## src/rtl/aidc_lite_comp_cfg_mc_if.sv

```systemverilog
// APB target/initiator signal bundle used by the AIDC-Lite configuration blocks.
interface APB_INTF;
    logic        psel;
    logic        penable;
    logic        pwrite;
    logic [31:0] paddr;
    logic [31:0] pwdata;
    logic [31:0] prdata;
    logic        pready;
    logic        pslverr;

    modport slave (
        input  psel, penable, pwrite, paddr, pwdata,
        output prdata, pready, pslverr
    );

    modport master (
        output psel, penable, pwrite, paddr, pwdata,
        input  prdata, pready, pslverr
    );
endinterface

```

## src/rtl/aidc_lite_comp_cfg_mc.sv

```systemverilog
// AIDC-Lite multi-channel configuration/status block: per-channel src/dst/len banks,
// start/busy tracking, sticky W1C done/err status and a combined level interrupt.
module aidc_lite_comp_cfg_mc #(
    parameter int NUM_CH  = 4,
    parameter int LEN_LSB = 7
) (
    input  logic                            clk,
    input  logic                            rst_n,
    APB_INTF.slave                          apb_if,
    output logic [NUM_CH*32-1:0]            src_addr_o,
    output logic [NUM_CH*32-1:0]            dst_addr_o,
    output logic [NUM_CH*(32-LEN_LSB)-1:0]  len_o,
    output logic [NUM_CH-1:0]               start_o,
    input  logic [NUM_CH-1:0]               done_i,
    output logic                            irq_o
);
    localparam int LEN_W = 32 - LEN_LSB;

    localparam logic [2:0] REG_SRC    = 3'd0;
    localparam logic [2:0] REG_DST    = 3'd1;
    localparam logic [2:0] REG_LEN    = 3'd2;
    localparam logic [2:0] REG_CMD    = 3'd3;
    localparam logic [2:0] REG_STATUS = 3'd4;
    localparam logic [2:0] REG_IRQ_EN = 3'd5;

    logic [4:0]        ch;
    logic [2:0]        rsel;
    logic              addr_ok;
    logic              wr_acc;
    logic              rd_setup;
    logic [31:0]       rd_data;
    logic [31:0]       prdata_q;
    logic              slverr;
    logic              irq_q;
    logic [NUM_CH-1:0] busy_v;
    logic [NUM_CH-1:0] done_v;
    logic [NUM_CH-1:0] err_v;
    logic [NUM_CH-1:0] irq_en_v;
    logic              unused_addr;

    assign ch          = apb_if.paddr[9:5];
    assign rsel        = apb_if.paddr[4:2];
    assign addr_ok     = (int'(ch) < NUM_CH) && !(rsel[2] && rsel[1]);
    assign wr_acc      = apb_if.psel & apb_if.penable & apb_if.pwrite;
    assign rd_setup    = apb_if.psel & ~apb_if.penable & ~apb_if.pwrite;
    assign unused_addr = ^{apb_if.paddr[31:10], apb_if.paddr[1:0]};

    for (genvar c = 0; c < NUM_CH; c++) begin : g_ch
        logic             sel;
        logic             busy;
        logic             done;
        logic             err;
        logic             irq_en;
        logic             done_p1;
        logic             start;
        logic [31:0]      src;
        logic [31:0]      dst;
        logic [LEN_W-1:0] len;
        logic             rise;
        logic             cmd_go;
        logic             cmd_rej;
        logic             cfg_we;
        logic             st_we;

        assign sel     = wr_acc && (ch == 5'(c));
        assign rise    = done_i[c] & ~done_p1;
        assign cmd_go  = sel && (rsel == REG_CMD) && apb_if.pwdata[0] && !busy;
        assign cmd_rej = sel && (rsel == REG_CMD) && apb_if.pwdata[0] && busy;
        assign cfg_we  = sel && !busy;
        assign st_we   = sel && (rsel == REG_STATUS);

        always_ff @(posedge clk or negedge rst_n) begin
            if (!rst_n) begin
                done_p1 <= 1'b0;
                start   <= 1'b0;
                busy    <= 1'b0;
                done    <= 1'b0;
                err     <= 1'b0;
                irq_en  <= 1'b0;
                src     <= '0;
                dst     <= '0;
                len     <= '0;
            end else begin
                done_p1 <= done_i[c];
                start   <= cmd_go;
                if (cmd_go) begin
                    busy <= 1'b1;
                end else if (rise && busy) begin
                    busy <= 1'b0;
                end
                // A fresh set event overrides a W1C clear landing on the same edge
                done <= (done && !(st_we && apb_if.pwdata[1])) || (rise && busy);
                err  <= (err && !(st_we && apb_if.pwdata[2])) || cmd_rej;
                if (cfg_we) begin
                    case (rsel)
                        REG_SRC:    src    <= apb_if.pwdata;
                        REG_DST:    dst    <= apb_if.pwdata;
                        REG_LEN:    len    <= apb_if.pwdata[31:LEN_LSB];
                        REG_IRQ_EN: irq_en <= apb_if.pwdata[0];
                        default:    ;
                    endcase
                end
            end
        end

        assign src_addr_o[c*32 +: 32]  = src;
        assign dst_addr_o[c*32 +: 32]  = dst;
        assign len_o[c*LEN_W +: LEN_W] = len;
        assign start_o[c]              = start;
        assign busy_v[c]               = busy;
        assign done_v[c]               = done;
        assign err_v[c]                = err;
        assign irq_en_v[c]             = irq_en;
    end

    always_comb begin
        rd_data = '0;
        for (int c = 0; c < NUM_CH; c++) begin
            if (ch == 5'(c)) begin
                case (rsel)
                    REG_SRC:    rd_data = src_addr_o[c*32 +: 32];
                    REG_DST:    rd_data = dst_addr_o[c*32 +: 32];
                    REG_LEN:    rd_data = {len_o[c*LEN_W +: LEN_W], {LEN_LSB{1'b0}}};
                    REG_STATUS: rd_data = {29'd0, err_v[c], done_v[c], busy_v[c]};
                    REG_IRQ_EN: rd_data = {31'd0, irq_en_v[c]};
                    default:    rd_data = '0;
                endcase
            end
        end
    end

    // Busy channels reject config writes and start requests; CMD with bit0=0 is harmless
    always_comb begin
        slverr = 1'b0;
        if (!addr_ok) begin
            slverr = 1'b1;
        end else if (apb_if.pwrite) begin
            for (int c = 0; c < NUM_CH; c++) begin
                if ((ch == 5'(c)) && busy_v[c]) begin
                    case (rsel)
                        REG_SRC, REG_DST, REG_LEN, REG_IRQ_EN: slverr = 1'b1;
                        REG_CMD:                               slverr = apb_if.pwdata[0];
                        default:                               ;
                    endcase
                end
            end
        end
    end

    always_ff @(posedge clk or negedge rst_n) begin
        if (!rst_n) begin
            prdata_q <= '0;
            irq_q    <= 1'b0;
        end else begin
            if (rd_setup) begin
                prdata_q <= rd_data;
            end
            irq_q <= |(done_v & irq_en_v);
        end
    end

    assign apb_if.prdata  = prdata_q;
    assign apb_if.pready  = 1'b1;
    assign apb_if.pslverr = apb_if.psel & apb_if.penable & slverr;
    assign irq_o          = irq_q;
endmodule

```

## src/flat_wrapper.sv

```systemverilog
// flat-port wrapper written by rule: the top's interface ports become plain ports
module aidc_lite_comp_cfg_mc_flat 
#(
    parameter int NUM_CH  = 4,
    parameter int LEN_LSB = 7
)
  (clk, rst_n, src_addr_o, dst_addr_o, len_o, start_o, done_i, irq_o, apb_if_psel, apb_if_penable, apb_if_pwrite, apb_if_paddr, apb_if_pwdata, apb_if_prdata, apb_if_pready, apb_if_pslverr);
  APB_INTF apb_if_i ();
  input  logic clk;
  input  logic rst_n;
  output logic [NUM_CH*32-1:0] src_addr_o;
  output logic [NUM_CH*32-1:0] dst_addr_o;
  output logic [NUM_CH*(32-LEN_LSB)-1:0] len_o;
  output logic [NUM_CH-1:0] start_o;
  input  logic [NUM_CH-1:0] done_i;
  output logic irq_o;
  input wire logic [$bits(apb_if_i.psel)-1:0] apb_if_psel;
  input wire logic [$bits(apb_if_i.penable)-1:0] apb_if_penable;
  input wire logic [$bits(apb_if_i.pwrite)-1:0] apb_if_pwrite;
  input wire logic [$bits(apb_if_i.paddr)-1:0] apb_if_paddr;
  input wire logic [$bits(apb_if_i.pwdata)-1:0] apb_if_pwdata;
  output wire logic [$bits(apb_if_i.prdata)-1:0] apb_if_prdata;
  output wire logic [$bits(apb_if_i.pready)-1:0] apb_if_pready;
  output wire logic [$bits(apb_if_i.pslverr)-1:0] apb_if_pslverr;
  assign apb_if_i.psel = apb_if_psel;
  assign apb_if_i.penable = apb_if_penable;
  assign apb_if_i.pwrite = apb_if_pwrite;
  assign apb_if_i.paddr = apb_if_paddr;
  assign apb_if_i.pwdata = apb_if_pwdata;
  assign apb_if_prdata = apb_if_i.prdata;
  assign apb_if_pready = apb_if_i.pready;
  assign apb_if_pslverr = apb_if_i.pslverr;
  aidc_lite_comp_cfg_mc #(.NUM_CH(NUM_CH), .LEN_LSB(LEN_LSB)) u_core (.clk(clk), .rst_n(rst_n), .apb_if(apb_if_i), .src_addr_o(src_addr_o), .dst_addr_o(dst_addr_o), .len_o(len_o), .start_o(start_o), .done_i(done_i), .irq_o(irq_o));
endmodule
```

## config.mk

```make
export PLATFORM = sky130hd
export DESIGN_NAME = aidc_lite_comp_cfg_mc_flat
export DESIGN_NICKNAME = d
export VERILOG_FILES = /design/src/rtl/aidc_lite_comp_cfg_mc_if.sv /design/src/rtl/aidc_lite_comp_cfg_mc.sv /design/src/flat_wrapper.sv
export SDC_FILE = /design/constraint.sdc
export NUM_CORES = 1
export LEC_CHECK = 0
export BUFFER_PORTS_ARGS = -buffer_cell sky130_fd_sc_hd__buf_2
export CAP_MARGIN = 20
export CORE_UTILIZATION = 54
export CTS_CLUSTER_DIAMETER = 80
export DETAILED_ROUTE_END_ITERATION = 12
export GPL_TIMING_DRIVEN = 0
export PLACE_DENSITY_LB_ADDON = 0.15
export SETUP_SLACK_MARGIN = 0.05
export SKIP_LAST_GASP = 1
export SLEW_MARGIN = 15
export SYNTH_ARGS = -nofsm -noshare
export SYNTH_HDL_FRONTEND = slang
export SYNTH_SLANG_ARGS = --single-unit
```

## constraint.sdc

```tcl
create_clock -name clk -period 2.3 [get_ports clk]
set_clock_uncertainty 0.05 [all_clocks]
set_input_delay 0.23 -clock clk [delete_from_list [all_inputs] [get_ports clk]]
set_output_delay 0.23 -clock clk [all_outputs]
set_load 0.005 [all_outputs]
```

==> reports/qor.csv <==
stage,metric,value,unit
run_status,status,"complete, but fails checks",
run_status,violations,negative setup slack,
cts,cts_tree,yes,
layout,final_nets,2096,
critical_path,path_cells,clkbuf_1 > nor3b_2 > nand2_1 > buf_1 > mux2_2,
critical_path,max_stage_delay,0.93,ns
grt,overflow,0,
placement,dp_hpwl,48700,µm
synthesis,synth_top_area_share,54.7,%
route,wire_per_inst,27.7,µm
cts,h-tree-depth,2,
grt,grt_max_degree,105,
placement,portBuffers,439,
critical_path,critPathLaunchType,input pin,
layout,fillers,2602,
floorplanning,io_pins,468,
cts,clock_path_buffers,3,
synthesis,synth_top_area_cell,dfrtp_1,
synthesis,synth_most_common_cell,dfrtp_1,
power_and_ir_drop,power,16.6,mW
route,drc,0,
sta,fmax,424,MHz
layout,syn2layout_area_growth,26.5,%
synthesis,syn-cell-area,18900,µm²
sta,tightest_slew,1.09,ns
synthesis,yosysUniqueCellTypes,50,
floorplanning,die_h,189,µm
synthesis,synth_common_cells,"413 x dfrtp_1, 370 x mux2_2, 95 x mux2i_1, 78 x o21ai_0, 75 x a21oi_1",
floorplanning,core_area,34500,µm²
route,drtPass1Iterations,7,
synthesis,synth_seq_area_share,54.7,%
placement,place_congestion,0.941,
cts,root_buffer,clkbuf_16,
critical_path,crit_required,2.69,ns
cts,clk-insertion-delay-late,0.57,ns
placement,dp_slack,-0.918,ns
synthesis,synthCells,1497,
sta,rsz0062_at_grt,yes,
synthesis,ys_async_sr_fraction,100,%
route,viasPerCell,6.17,
floorplanning,dieArea,35800,µm²
power_and_ir_drop,ir_drop,0.000590,V
layout,final_cell_count_no_fill,2516,
sta,period_share,102,%
synthesis,ys.warnings.count,0,
synthesis,synth_flop_cell,dfrtp_1,
sta,drv_slew,0,
route,dr.first_iter.drc_count,1382,
critical_path,endpoint_kind,flop,
floorplanning,fp.dieW,189,µm
grt,antenna_found_initial,1,
hold_path,hold_class,in2reg,
floorplanning,initial_core_util,54.9,%
sta,maxSlewHeadroom,27.1,%
synthesis,synth_edf_count,0,
critical_path,path_class,in2reg,
floorplanning,row_count,68,
synthesis,synth_fp_nets,1570,
sta,fin_ws,-0.0570,ns
critical_path,crit_fanout,10,
sta,finalCriticalPeriod,2.36,ns
critical_path,critPathSlowestCell,nor3b_2,
grt,grt_usage,38.7,%
grt,first_global_vias,15500,
sta,finalHoldViolations,0,
synthesis,synth.area.top_cells,"dfrtp_1 55%, mux2_2 22%, mux2i_1 5.0%, o21ai_0 2.1%, a21oi_1 2.0%",
critical_path,cp.arrival,2.75,ns
grt,grt_pass1_wl,101000,µm
synthesis,synth_area_per_cell,12.6,µm²
synthesis,ys_seq_elements,413,
cts,clk_pin_slew,0.06,ns
cts,cts_sinks,413,
route,finalWirelength,69800,µm
power_and_ir_drop,total_leakage_power,12.9,nW
route,num_vias,15500,
route,drtAntennaViolNets,0,
layout,drive_gt1_share,48.6,%
job,cap_violations,0,
placement,dpl.cell_count,2395,
layout,final_core_util,69.4,%
power_and_ir_drop,power_density,695,nW/µm²
sta,setup_viol,21,
cts,numCtsBuffers,45,
critical_path,ff2ff_setup_slack,0.03,ns
-- where the power goes --
group | internal [mW] | total (mW) | switching (mW) | leakage [nW]
clock network | 4.89 | 7.98 | 3.09 | 0.804
logic | 0.401 | 1.15 | 0.752 | 6.35
registers | 7.39 | 7.49 | 0.101 | 5.74
total | 12.7 | 16.6 | 3.94 | 12.9
-- critical path, delay by kind of cell --
| kind | cells | cell delay [ns] |
|---|---|---|
| buf+inv | 2 | 0.71 |
| mux | 1 | 0.38 |
| simple gates | 2 | 1.41 |
-- cell families after synthesis --
kind of cell           count (synthesis)  synth area share [%]
buffers and inverters                137                  3.28
muxes                                478                  28.1
and+or+nand+nor                      192                  4.74
DFF                                  413                  54.7
other                                  1                0.0198
AOI/OAI and AO/OA                    276                  9.22
-- layout make-up --
type / instances / area (µm²) / share of cell area [%]
multi-input cells: 947 / 8000 / 33.5
plain buffers: 132 / 661 / 2.76
repair buffers: 481 / 2690 / 11.3
diodes: 1 / 2.50 / 0.0105
clock inverters: 24 / 334 / 1.40
inverters: 3 / 11.3 / 0.0471
well taps: 455 / 569 / 2.38
flip-flops and latches: 413 / 10300 / 43.2
clock buffers: 60 / 1310 / 5.46
-- registers in the layout (all words and copies together), names as in the netlist --
register and cells:
u_core.g_ch.dst 128, u_core.g_ch.start 4, u_core.g_ch.err 4, u_core.apb_if.prdata 32
u_core.g_ch.done_p1 4, u_core.g_ch.busy 4, u_core.g_ch.irq_en 4, u_core.g_ch.done 4
u_core.g_ch.src 128, u_core.g_ch.len 100, u_core.irq_o 1
-- worst paths after layout --
check	start	end	cells after the start
worst max-delay path	apb_if_paddr[2]	u_core.g_ch[3].dst[9]	5
worst min-delay path	apb_if_pwdata[1]	u_core.g_ch[2].src[1]	2
worst max register to register	u_core.g_ch[1].busy	u_core.g_ch[1].src[18]	5
worst min register to register	u_core.apb_if.prdata[6]	u_core.apb_if.prdata[6]	2
max in group asynchronous	rst_n	u_core.g_ch[1].src[19]	5
min in group asynchronous	rst_n	u_core.g_ch[3].dst[2]	2
-- placed cells by master, fill, tap and decap left out, types with 35 or more instances in the layout --
| master | netlist | routed |
|---|---|---|
| clkbuf_1 | 73 | 63 |
| dlygate4sd3_1 | 0 | 35 |
| clkbuf_16 | 0 | 47 |
| mux2i_1 | 95 | 95 |
| mux2_2 | 370 | 370 |
| nand2_1 | 68 | 67 |
| a21oi_1 | 75 | 75 |
| o21ai_0 | 78 | 78 |
| dfrtp_1 | 413 | 413 |
| nor2_1 | 68 | 65 |
| buf_2 | 21 | 459 |
-- metal layers --
metal,GRT usage [%],wire length [µm],up-vias,part of all wire (%)
met1,50.6,27300,7994,39
met3,9.47,6540,218,9.4
met5,0,0,-,0
li1,-,-,6500,-
met2,59.5,31900,818,46
met4,21.5,4090,0,5.9
-- repair_timing --
| item | CTS | global route |
|---|---|---|
| endpoints found under the setup margin | 272 | 282 |
| resized for setup | 32 | 39 |
| pin swaps | 0 | 2 |
| hold buffers | 35 | 0 |
| buffers inserted | 0 | 3 |
| endpoints found under the hold margin | 178 | 0 |
-- per-stage QoR --
step	hold WS [ns]	TNS, ns	cell area [µm²]
2_1_floorplan	-0.116	0	18900
3_3_place_gp	0.305	-3133.50	21700
3_5_place_dp	0.213	-193.96	21800
4_1_cts	0.0154	-3.77	23800
5_1_grt	0.0245	-0.755	23900
6_report	0.0182	-1.04	23900
No activity file was read; power rests on OpenSTA's default activity.
